**src/rtl/player_mover_pkg.sv**
```systemverilog
// Shared constants for the player mover: directions, screen size
// and the per-axis auto-repeat state codes.
package player_mover_pkg;

  localparam logic [1:0] DIR_UP    = 2'd0;
  localparam logic [1:0] DIR_DOWN  = 2'd1;
  localparam logic [1:0] DIR_LEFT  = 2'd2;
  localparam logic [1:0] DIR_RIGHT = 2'd3;

  localparam int SCREEN_W = 640;
  localparam int SCREEN_H = 480;

  localparam logic [1:0] ST_IDLE   = 2'd0;
  localparam logic [1:0] ST_FIRST  = 2'd1;
  localparam logic [1:0] ST_REPEAT = 2'd2;

endpackage

```
**src/rtl/player_mover_if.sv**
```systemverilog
// Key inputs and sprite outputs between the board, the mover
// and the frame renderer.
interface player_mover_if;
  import player_mover_pkg::*;

  logic       game_state;
  logic       keyUp;
  logic       keyDown;
  logic       keyLeft;
  logic       keyRight;
  logic [9:0] player_x;
  logic [9:0] player_y;
  logic [9:0] player_size;
  logic       moved;
  logic       blocked;
  logic [1:0] last_dir;

  modport master (
    output game_state, keyUp, keyDown,
    output keyLeft, keyRight,
    input  player_x, player_y, player_size,
    input  moved, blocked, last_dir
  );

  modport slave (
    input  game_state, keyUp, keyDown,
    input  keyLeft, keyRight,
    output player_x, player_y, player_size,
    output moved, blocked, last_dir
  );
endinterface

```
**src/rtl/player_mover_axis_repeater.sv**
```systemverilog
// One movement axis: key synchronisers plus a press/first-delay/
// repeat FSM that emits single-cycle step pulses.
module axis_repeater
  import player_mover_pkg::*;
#(
  parameter int FIRST_DELAY  = 12_000_000,
  parameter int REPEAT_DELAY = 4_000_000,
  parameter int CNT_W        = 32
) (
  input  logic CLOCK_50,
  input  logic reset,
  input  logic clear,
  input  logic neg_n,
  input  logic pos_n,
  output logic step_neg,
  output logic step_pos
);

  localparam logic [CNT_W-1:0] L_FIRST =
    CNT_W'(FIRST_DELAY - 1);
  localparam logic [CNT_W-1:0] L_REP =
    CNT_W'(REPEAT_DELAY - 1);

  logic             r_neg_s1, r_neg_s2;
  logic             r_pos_s1, r_pos_s2;
  logic [1:0]       r_state, w_state_nx;
  logic [CNT_W-1:0] r_cnt, w_cnt_nx, w_lim;
  logic             r_dir, w_dir_nx;
  logic             w_neg, w_pos, w_press, w_step;

  // game_state must not disturb the synchronisers
  always_ff @(posedge CLOCK_50) begin
    if (!reset) begin
      r_neg_s1 <= 1'b1;
      r_neg_s2 <= 1'b1;
      r_pos_s1 <= 1'b1;
      r_pos_s2 <= 1'b1;
    end else begin
      r_neg_s1 <= neg_n;
      r_neg_s2 <= r_neg_s1;
      r_pos_s1 <= pos_n;
      r_pos_s2 <= r_pos_s1;
    end
  end

  assign w_neg   = ~r_neg_s2;
  assign w_pos   = ~r_pos_s2;
  assign w_press = w_neg ^ w_pos;
  assign w_lim   = (r_state == ST_FIRST) ? L_FIRST : L_REP;

  always_comb begin
    w_state_nx = r_state;
    w_cnt_nx   = r_cnt;
    w_dir_nx   = r_dir;
    w_step     = 1'b0;
    if (!w_press) begin
      w_state_nx = ST_IDLE;
      w_cnt_nx   = '0;
    end else if (r_state == ST_IDLE) begin
      w_step     = 1'b1;
      w_state_nx = ST_FIRST;
      w_cnt_nx   = '0;
      w_dir_nx   = w_pos;
    end else if (w_pos != r_dir) begin
      w_state_nx = ST_IDLE;
      w_cnt_nx   = '0;
    end else if (r_cnt == w_lim) begin
      w_step     = 1'b1;
      w_state_nx = ST_REPEAT;
      w_cnt_nx   = '0;
    end else begin
      w_cnt_nx   = r_cnt + 1'b1;
    end
  end

  always_ff @(posedge CLOCK_50) begin
    if (clear) begin
      r_state <= ST_IDLE;
      r_cnt   <= '0;
      r_dir   <= 1'b0;
    end else begin
      r_state <= w_state_nx;
      r_cnt   <= w_cnt_nx;
      r_dir   <= w_dir_nx;
    end
  end

  assign step_neg = w_step & ~clear & ~w_pos;
  assign step_pos = w_step & ~clear & w_pos;

endmodule

```
**src/rtl/player_mover.sv**
```systemverilog
// Grid-stepped player position with per-axis auto-repeat and
// bounds checking inside a configurable rectangle.
module player_mover
  import player_mover_pkg::*;
#(
  parameter int STEP         = 16,
  parameter int SIZE         = 16,
  parameter int X_MIN        = 0,
  parameter int X_MAX        = 624,
  parameter int Y_MIN        = 0,
  parameter int Y_MAX        = 464,
  parameter int X_START      = 320,
  parameter int Y_START      = 224,
  parameter int FIRST_DELAY  = 12_000_000,
  parameter int REPEAT_DELAY = 4_000_000,
  parameter int CNT_W        = 32
) (
  input logic           CLOCK_50,
  input logic           reset,
  player_mover_if.slave bus
);

  localparam logic [10:0] L_STEP = 11'(STEP);
  localparam logic [10:0] L_XMIN = 11'(X_MIN);
  localparam logic [10:0] L_XMAX = 11'(X_MAX);
  localparam logic [10:0] L_YMIN = 11'(Y_MIN);
  localparam logic [10:0] L_YMAX = 11'(Y_MAX);

  logic       w_clear;
  logic       w_l, w_r, w_u, w_d;
  logic [10:0] w_x, w_y;
  logic       w_xok_n, w_xok_p, w_yok_n, w_yok_p;
  logic       w_xapp, w_yapp, w_xref, w_yref;
  logic [9:0] r_x, r_y;
  logic       r_moved, r_blocked;
  logic [1:0] r_dir;

  assign w_clear = ~reset | bus.game_state;

  axis_repeater #(
    .FIRST_DELAY (FIRST_DELAY),
    .REPEAT_DELAY(REPEAT_DELAY),
    .CNT_W       (CNT_W)
  ) u_x (
    .CLOCK_50(CLOCK_50),
    .reset   (reset),
    .clear   (w_clear),
    .neg_n   (bus.keyLeft),
    .pos_n   (bus.keyRight),
    .step_neg(w_l),
    .step_pos(w_r)
  );

  axis_repeater #(
    .FIRST_DELAY (FIRST_DELAY),
    .REPEAT_DELAY(REPEAT_DELAY),
    .CNT_W       (CNT_W)
  ) u_y (
    .CLOCK_50(CLOCK_50),
    .reset   (reset),
    .clear   (w_clear),
    .neg_n   (bus.keyUp),
    .pos_n   (bus.keyDown),
    .step_neg(w_u),
    .step_pos(w_d)
  );

  // 11-bit compare so a step below zero never wraps
  assign w_x     = {1'b0, r_x};
  assign w_y     = {1'b0, r_y};
  assign w_xok_n = w_x >= L_XMIN + L_STEP;
  assign w_xok_p = w_x + L_STEP <= L_XMAX;
  assign w_yok_n = w_y >= L_YMIN + L_STEP;
  assign w_yok_p = w_y + L_STEP <= L_YMAX;

  assign w_xapp = (w_l & w_xok_n) | (w_r & w_xok_p);
  assign w_xref = (w_l & ~w_xok_n) | (w_r & ~w_xok_p);
  assign w_yapp = (w_u & w_yok_n) | (w_d & w_yok_p);
  assign w_yref = (w_u & ~w_yok_n) | (w_d & ~w_yok_p);

  always_ff @(posedge CLOCK_50) begin
    if (w_clear) begin
      r_x       <= 10'(X_START);
      r_y       <= 10'(Y_START);
      r_moved   <= 1'b0;
      r_blocked <= 1'b0;
      r_dir     <= DIR_UP;
    end else begin
      r_moved   <= w_xapp | w_yapp;
      r_blocked <= w_xref | w_yref;
      if (w_xapp)
        r_x <= w_r ? r_x + 10'(STEP) : r_x - 10'(STEP);
      if (w_yapp)
        r_y <= w_d ? r_y + 10'(STEP) : r_y - 10'(STEP);
      if (w_xapp)
        r_dir <= w_r ? DIR_RIGHT : DIR_LEFT;
      else if (w_yapp)
        r_dir <= w_d ? DIR_DOWN : DIR_UP;
    end
  end

  assign bus.player_x    = r_x;
  assign bus.player_y    = r_y;
  assign bus.player_size = 10'(SIZE);
  assign bus.moved       = r_moved;
  assign bus.blocked     = r_blocked;
  assign bus.last_dir    = r_dir;

endmodule

```
**src/flat_wrapper.sv**
```systemverilog
// flat-port wrapper written by rule: the top's interface ports become plain ports
module player_mover_flat import player_mover_pkg::*;
#(
  parameter int STEP         = 16,
  parameter int SIZE         = 16,
  parameter int X_MIN        = 0,
  parameter int X_MAX        = 624,
  parameter int Y_MIN        = 0,
  parameter int Y_MAX        = 464,
  parameter int X_START      = 320,
  parameter int Y_START      = 224,
  parameter int FIRST_DELAY  = 12_000_000,
  parameter int REPEAT_DELAY = 4_000_000,
  parameter int CNT_W        = 32
)
  (CLOCK_50, reset, bus_game_state, bus_keyUp, bus_keyDown, bus_keyLeft, bus_keyRight, bus_player_x, bus_player_y, bus_player_size, bus_moved, bus_blocked, bus_last_dir);
  player_mover_if bus_i ();
  input logic CLOCK_50;
  input logic reset;
  input wire logic [$bits(bus_i.game_state)-1:0] bus_game_state;
  input wire logic [$bits(bus_i.keyUp)-1:0] bus_keyUp;
  input wire logic [$bits(bus_i.keyDown)-1:0] bus_keyDown;
  input wire logic [$bits(bus_i.keyLeft)-1:0] bus_keyLeft;
  input wire logic [$bits(bus_i.keyRight)-1:0] bus_keyRight;
  output wire logic [$bits(bus_i.player_x)-1:0] bus_player_x;
  output wire logic [$bits(bus_i.player_y)-1:0] bus_player_y;
  output wire logic [$bits(bus_i.player_size)-1:0] bus_player_size;
  output wire logic [$bits(bus_i.moved)-1:0] bus_moved;
  output wire logic [$bits(bus_i.blocked)-1:0] bus_blocked;
  output wire logic [$bits(bus_i.last_dir)-1:0] bus_last_dir;
  assign bus_i.game_state = bus_game_state;
  assign bus_i.keyUp = bus_keyUp;
  assign bus_i.keyDown = bus_keyDown;
  assign bus_i.keyLeft = bus_keyLeft;
  assign bus_i.keyRight = bus_keyRight;
  assign bus_player_x = bus_i.player_x;
  assign bus_player_y = bus_i.player_y;
  assign bus_player_size = bus_i.player_size;
  assign bus_moved = bus_i.moved;
  assign bus_blocked = bus_i.blocked;
  assign bus_last_dir = bus_i.last_dir;
  player_mover #(.STEP(STEP), .SIZE(SIZE), .X_MIN(X_MIN), .X_MAX(X_MAX), .Y_MIN(Y_MIN), .Y_MAX(Y_MAX), .X_START(X_START), .Y_START(Y_START), .FIRST_DELAY(FIRST_DELAY), .REPEAT_DELAY(REPEAT_DELAY), .CNT_W(CNT_W)) u_core (.CLOCK_50(CLOCK_50), .reset(reset), .bus(bus_i));
endmodule
```
**config.mk**
```make
export PLATFORM = sky130hd
export DESIGN_NAME = player_mover_flat
export DESIGN_NICKNAME = d
export VERILOG_FILES = /design/src/rtl/player_mover_pkg.sv /design/src/rtl/player_mover_if.sv /design/src/rtl/player_mover_axis_repeater.sv /design/src/rtl/player_mover.sv /design/src/flat_wrapper.sv
export SDC_FILE = /design/constraint.sdc
export NUM_CORES = 1
export LEC_CHECK = 0
export BUFFER_PORTS_ARGS = -buffer_cell sky130_fd_sc_hd__buf_2
export CAP_MARGIN = 20
export CORE_AREA = 2 2 93 95
export CTS_CLUSTER_DIAMETER = 50
export DETAILED_ROUTE_END_ITERATION = 6
export DIE_AREA = 0 0 95 97
export PLACE_DENSITY = 0.78
export SLEW_MARGIN = 20
export SYNTH_ARGS = -nofsm -noshare
export SYNTH_HDL_FRONTEND = slang
export SYNTH_SLANG_ARGS = --single-unit
```
**constraint.sdc**
```tcl
create_clock -name CLOCK_50 -period 5 [get_ports CLOCK_50]
set_clock_uncertainty 0.05 [all_clocks]
set_input_delay 1 -clock CLOCK_50 [delete_from_list [all_inputs] [get_ports CLOCK_50]]
set_output_delay 1 -clock CLOCK_50 [all_outputs]
set_load 0.005 [all_outputs]
```
==> results.ini <==
[outcome]
status = complete, no violations

[floorplanning]
core_um2 = 8134
rows = 33
start_util_pct = 58.85
ios = 41
die_w_um = 95
die_area_um2 = 9215
chipHeight_um = 97

[synth]
syn_inst = 564
synthArstFlopShare_pct = 0
ys_warn_count = 0
synth_cell_types = 65
avgSynthCellArea_um2 = 8.488
ys_ff_latch = 94
syn_area_um2 = 4787
synth_edf_count = 0
netlist.area_leader.share_pct = 39.31
synth_area_leaders = dfxtp_1 (39%), xor2_1 (7.1%), nor2_1 (6.5%), xnor2_1 (4.0%), nand3_1 (3.8%)
synth_ff_type = dfxtp_1
synth_seq_area_share_pct = 39.31
synth_top_area_cell = dfxtp_1

[finish]
antenna-diode-count = 0
fin_nets = 595
drive_gt1_share_pct = 10.10
areaGrowthSynthToFinish_pct = 6.351

[place]
io_buffers = 22
pre_cts_ws_ns = 1.570
gp_congestion = 0.8281
dpl.hpwl_um = 6575

[cts]
cts_tree = done
cts-resized-gates = 0
cts_hold_buf = 0
clk_pin_slew_ns = 0.09
clockRootBuffer = clkbuf_8
post_cts_buffers = 0
clkSinkCount = 94
clkLatencyLatePin_ns = 0.36
cts_buffers = 9
clock_path_buffers = 2
cts-htree-levels = 3

[grt]
grt_max_degree = 33
antenna_found_initial = 0
globalRouteOverflowTotal = 0
grt_pass1_wl_um = 15770
first_global_vias = 3536
grt_usage_pct = 20.90

[detailed_routing]
drt_first_iter_violations = 138
dr.pass1.iters = 4
vias = 3860
via_per_inst = 5.602
drc = 0
ant_nets = 0
wl_per_cell_um = 13.42
totalWireLength_um = 9246

[sta]
fmax_ghz = 0.3237
rsz0062_at_grt = no
finalSetupViolCount = 0
worst-slew-pin-transition_ns = 1.029
slew_viol_final = 0
period_needed_ns = 3.089
period_share_pct = 61.79
setup_slack_ns = 1.911
hold_slack_ns = 0.3572
finalHoldViolCount = 0
fin_setup_tns_ns = 0
slew_headroom_pct = 31.40

[setup_path]
cp-start-kind = input pin
reg2reg_from = u_core.u_y.r_cnt[0]
slowest_delay_ns = 0.63
r2r_slack_ns = 2.08
path_cells = buf_2 > nor4bb_1 > and2_1 > o2111ai_1 > o21ai_2 > mux2i_1 > or4_1 > a21oi_1
slowest_stage = nor4bb_1
setup.worst_path.start = reset
cp-endpoint = u_core.bus.player_y[8]
ff2ff_path_depth = 7
r2r-end = u_core.u_y.r_cnt[19]
critical_path_arrival_ns = 3.34
critPathRequiredTime_ns = 5.25
cp_max_fo = 11
end_kind = flip-flop
worst-setup-path-type = in -> reg

[hold_path]
hp-class = reg -> reg

[pwr]
powerDensity_nw_per_um2 = 264.9
ir_drop_v = 0.0001386
power_leakage_nw = 1.786

[job]
cap_violations = 0

==> power breakdown <==
group	internal (mW)	switching, mW
clock	0.281	0.263
combinational	0.0169	0.0267
sequential	0.754	0.00708
total	1.05	0.297
==> through the flow <==
step | instances | util (%) | instance area (µm²) | power [mW]
global route | 689 | 62.59 | 5091 | 1.401
CTS | 689 | 62.59 | 5091 | 1.361
finish | 689 | 62.59 | 5091 | 1.349
floorplan | 580 | - | 4847 | 0.8205
global placement | 673 | 59.96 | 4877 | 0.8201
detailed placement | 673 | 59.96 | 4877 | 0.8216
==> worst min path at each step <==
| stage | from | endpoint | slack, ns | cells past startpoint |
|---|---|---|---|---|
| 2_1_floorplan | u_core.u_x.r_neg_s1 | u_core.u_x.r_neg_s2 | 0.34 | 1 |
| 6_report | u_core.u_x.r_pos_s1 | u_core.u_x.r_pos_s2 | 0.36 | 1 |
| 5_1_grt | u_core.u_x.r_pos_s1 | u_core.u_x.r_pos_s2 | 0.37 | 1 |
| 3_3_place_gp | u_core.u_y.r_neg_s1 | u_core.u_y.r_neg_s2 | 0.34 | 1 |
| 4_1_cts | u_core.u_x.r_pos_s1 | u_core.u_x.r_pos_s2 | 0.36 | 1 |
| 3_5_place_dp | u_core.u_x.r_pos_s1 | u_core.u_x.r_pos_s2 | 0.34 | 1 |
==> layer usage <==
metal  vias up  track usage, %  wire length (µm)
met4         0           6.577               147
met5         -               0                 0
met3        13           3.972               259
met1      1824           28.68              4611
li1       1957               -                 -
met2        66           33.01              4227
==> sequential cells by signal (all words and copies together) (netlist names) <==
name and flops:
u_core.u_x.r_pos_s2 1, u_core.u_x.r_pos_s1 1, u_core.u_y.r_pos_s2 1, u_core.u_x.r_cnt 32
u_core.bus.moved 1, u_core.u_y.r_cnt 32, u_core.u_y.r_neg_s2 1, u_core.u_x.r_dir 1
u_core.u_y.r_neg_s1 1, u_core.bus.last_dir 2, u_core.bus.player_y 6, u_core.u_y.r_pos_s1 1
u_core.u_y.r_dir 1, u_core.u_x.r_state 2, u_core.u_x.r_neg_s2 1, u_core.u_y.r_state 2
u_core.bus.blocked 1, u_core.bus.player_x 6, u_core.u_x.r_neg_s1 1
==> cell families after synthesis <==
logic type / Yosys count / synth area share, %
buffers and inverters: 46 / 5.358
AO/OA/AOI/OAI: 68 / 9.723
AND/OR/NAND/NOR: 275 / 30.06
flip-flops: 94 / 39.31
other: 2 / 0.1569
XOR/XNOR: 61 / 11.16
adder cells (fa/ha/maj): 9 / 2.352
multiplexers: 9 / 1.882
==> area by class of cell <==
class                      count  area (µm²)
fill                         706        3043
multi-input combinational    440        2709
sequential                    94        1882
tap                          105       131.4
clock buffer                  10       127.6
timing repair buffer          22       110.1
clock inverter                 6       86.33
inverter                      12       45.04
==> worst max-delay path, delay by kind of cell <==
kind            cells  cell delay (ns)
compound gates      3             0.70
mux                 1             0.16
buf+inv             1             0.20
simple gates        3             1.27
==> synthesized netlist by cell type (3+ instances only) <==
cell type   n
nor2_1     83
nand4_1     9
and3_2      4
nor4b_1     3
or3_1      12
nand3_1    36
o21ai_0    20
nand4b_1    4
and2_1      3
a21oi_1    21
inv_1      12
nand2b_1   10
ha_1        9
or4_1       3
nor4_1      6
clkbuf_1   14
nor2b_1     3
and4_1      6
xnor2_1    22
and3_1     22
dfxtp_1    94
nor3_1     10
mux2i_1     9
xor2_1     39
buf_4      18
nand2_1    42
or2_2       3
==> cells in the final DEF (no fill, tap or decap), types with 4 or more instances in the layout <==
master	count
nor4_1	6
xnor2_1	22
or3_1	12
nand4_1	9
and3_2	4
conb_1	18
nor3_1	10
dfxtp_1	94
nand2b_1	10
inv_1	12
nand3_1	36
o21ai_0	20
a21oi_1	21
nand2_1	42
nor2_1	83
buf_2	22
mux2i_1	9
ha_1	9
and4_1	6
nand4b_1	4
and3_1	22
xor2_1	39
clkbuf_8	9
(Power assumes the default switching activity.)
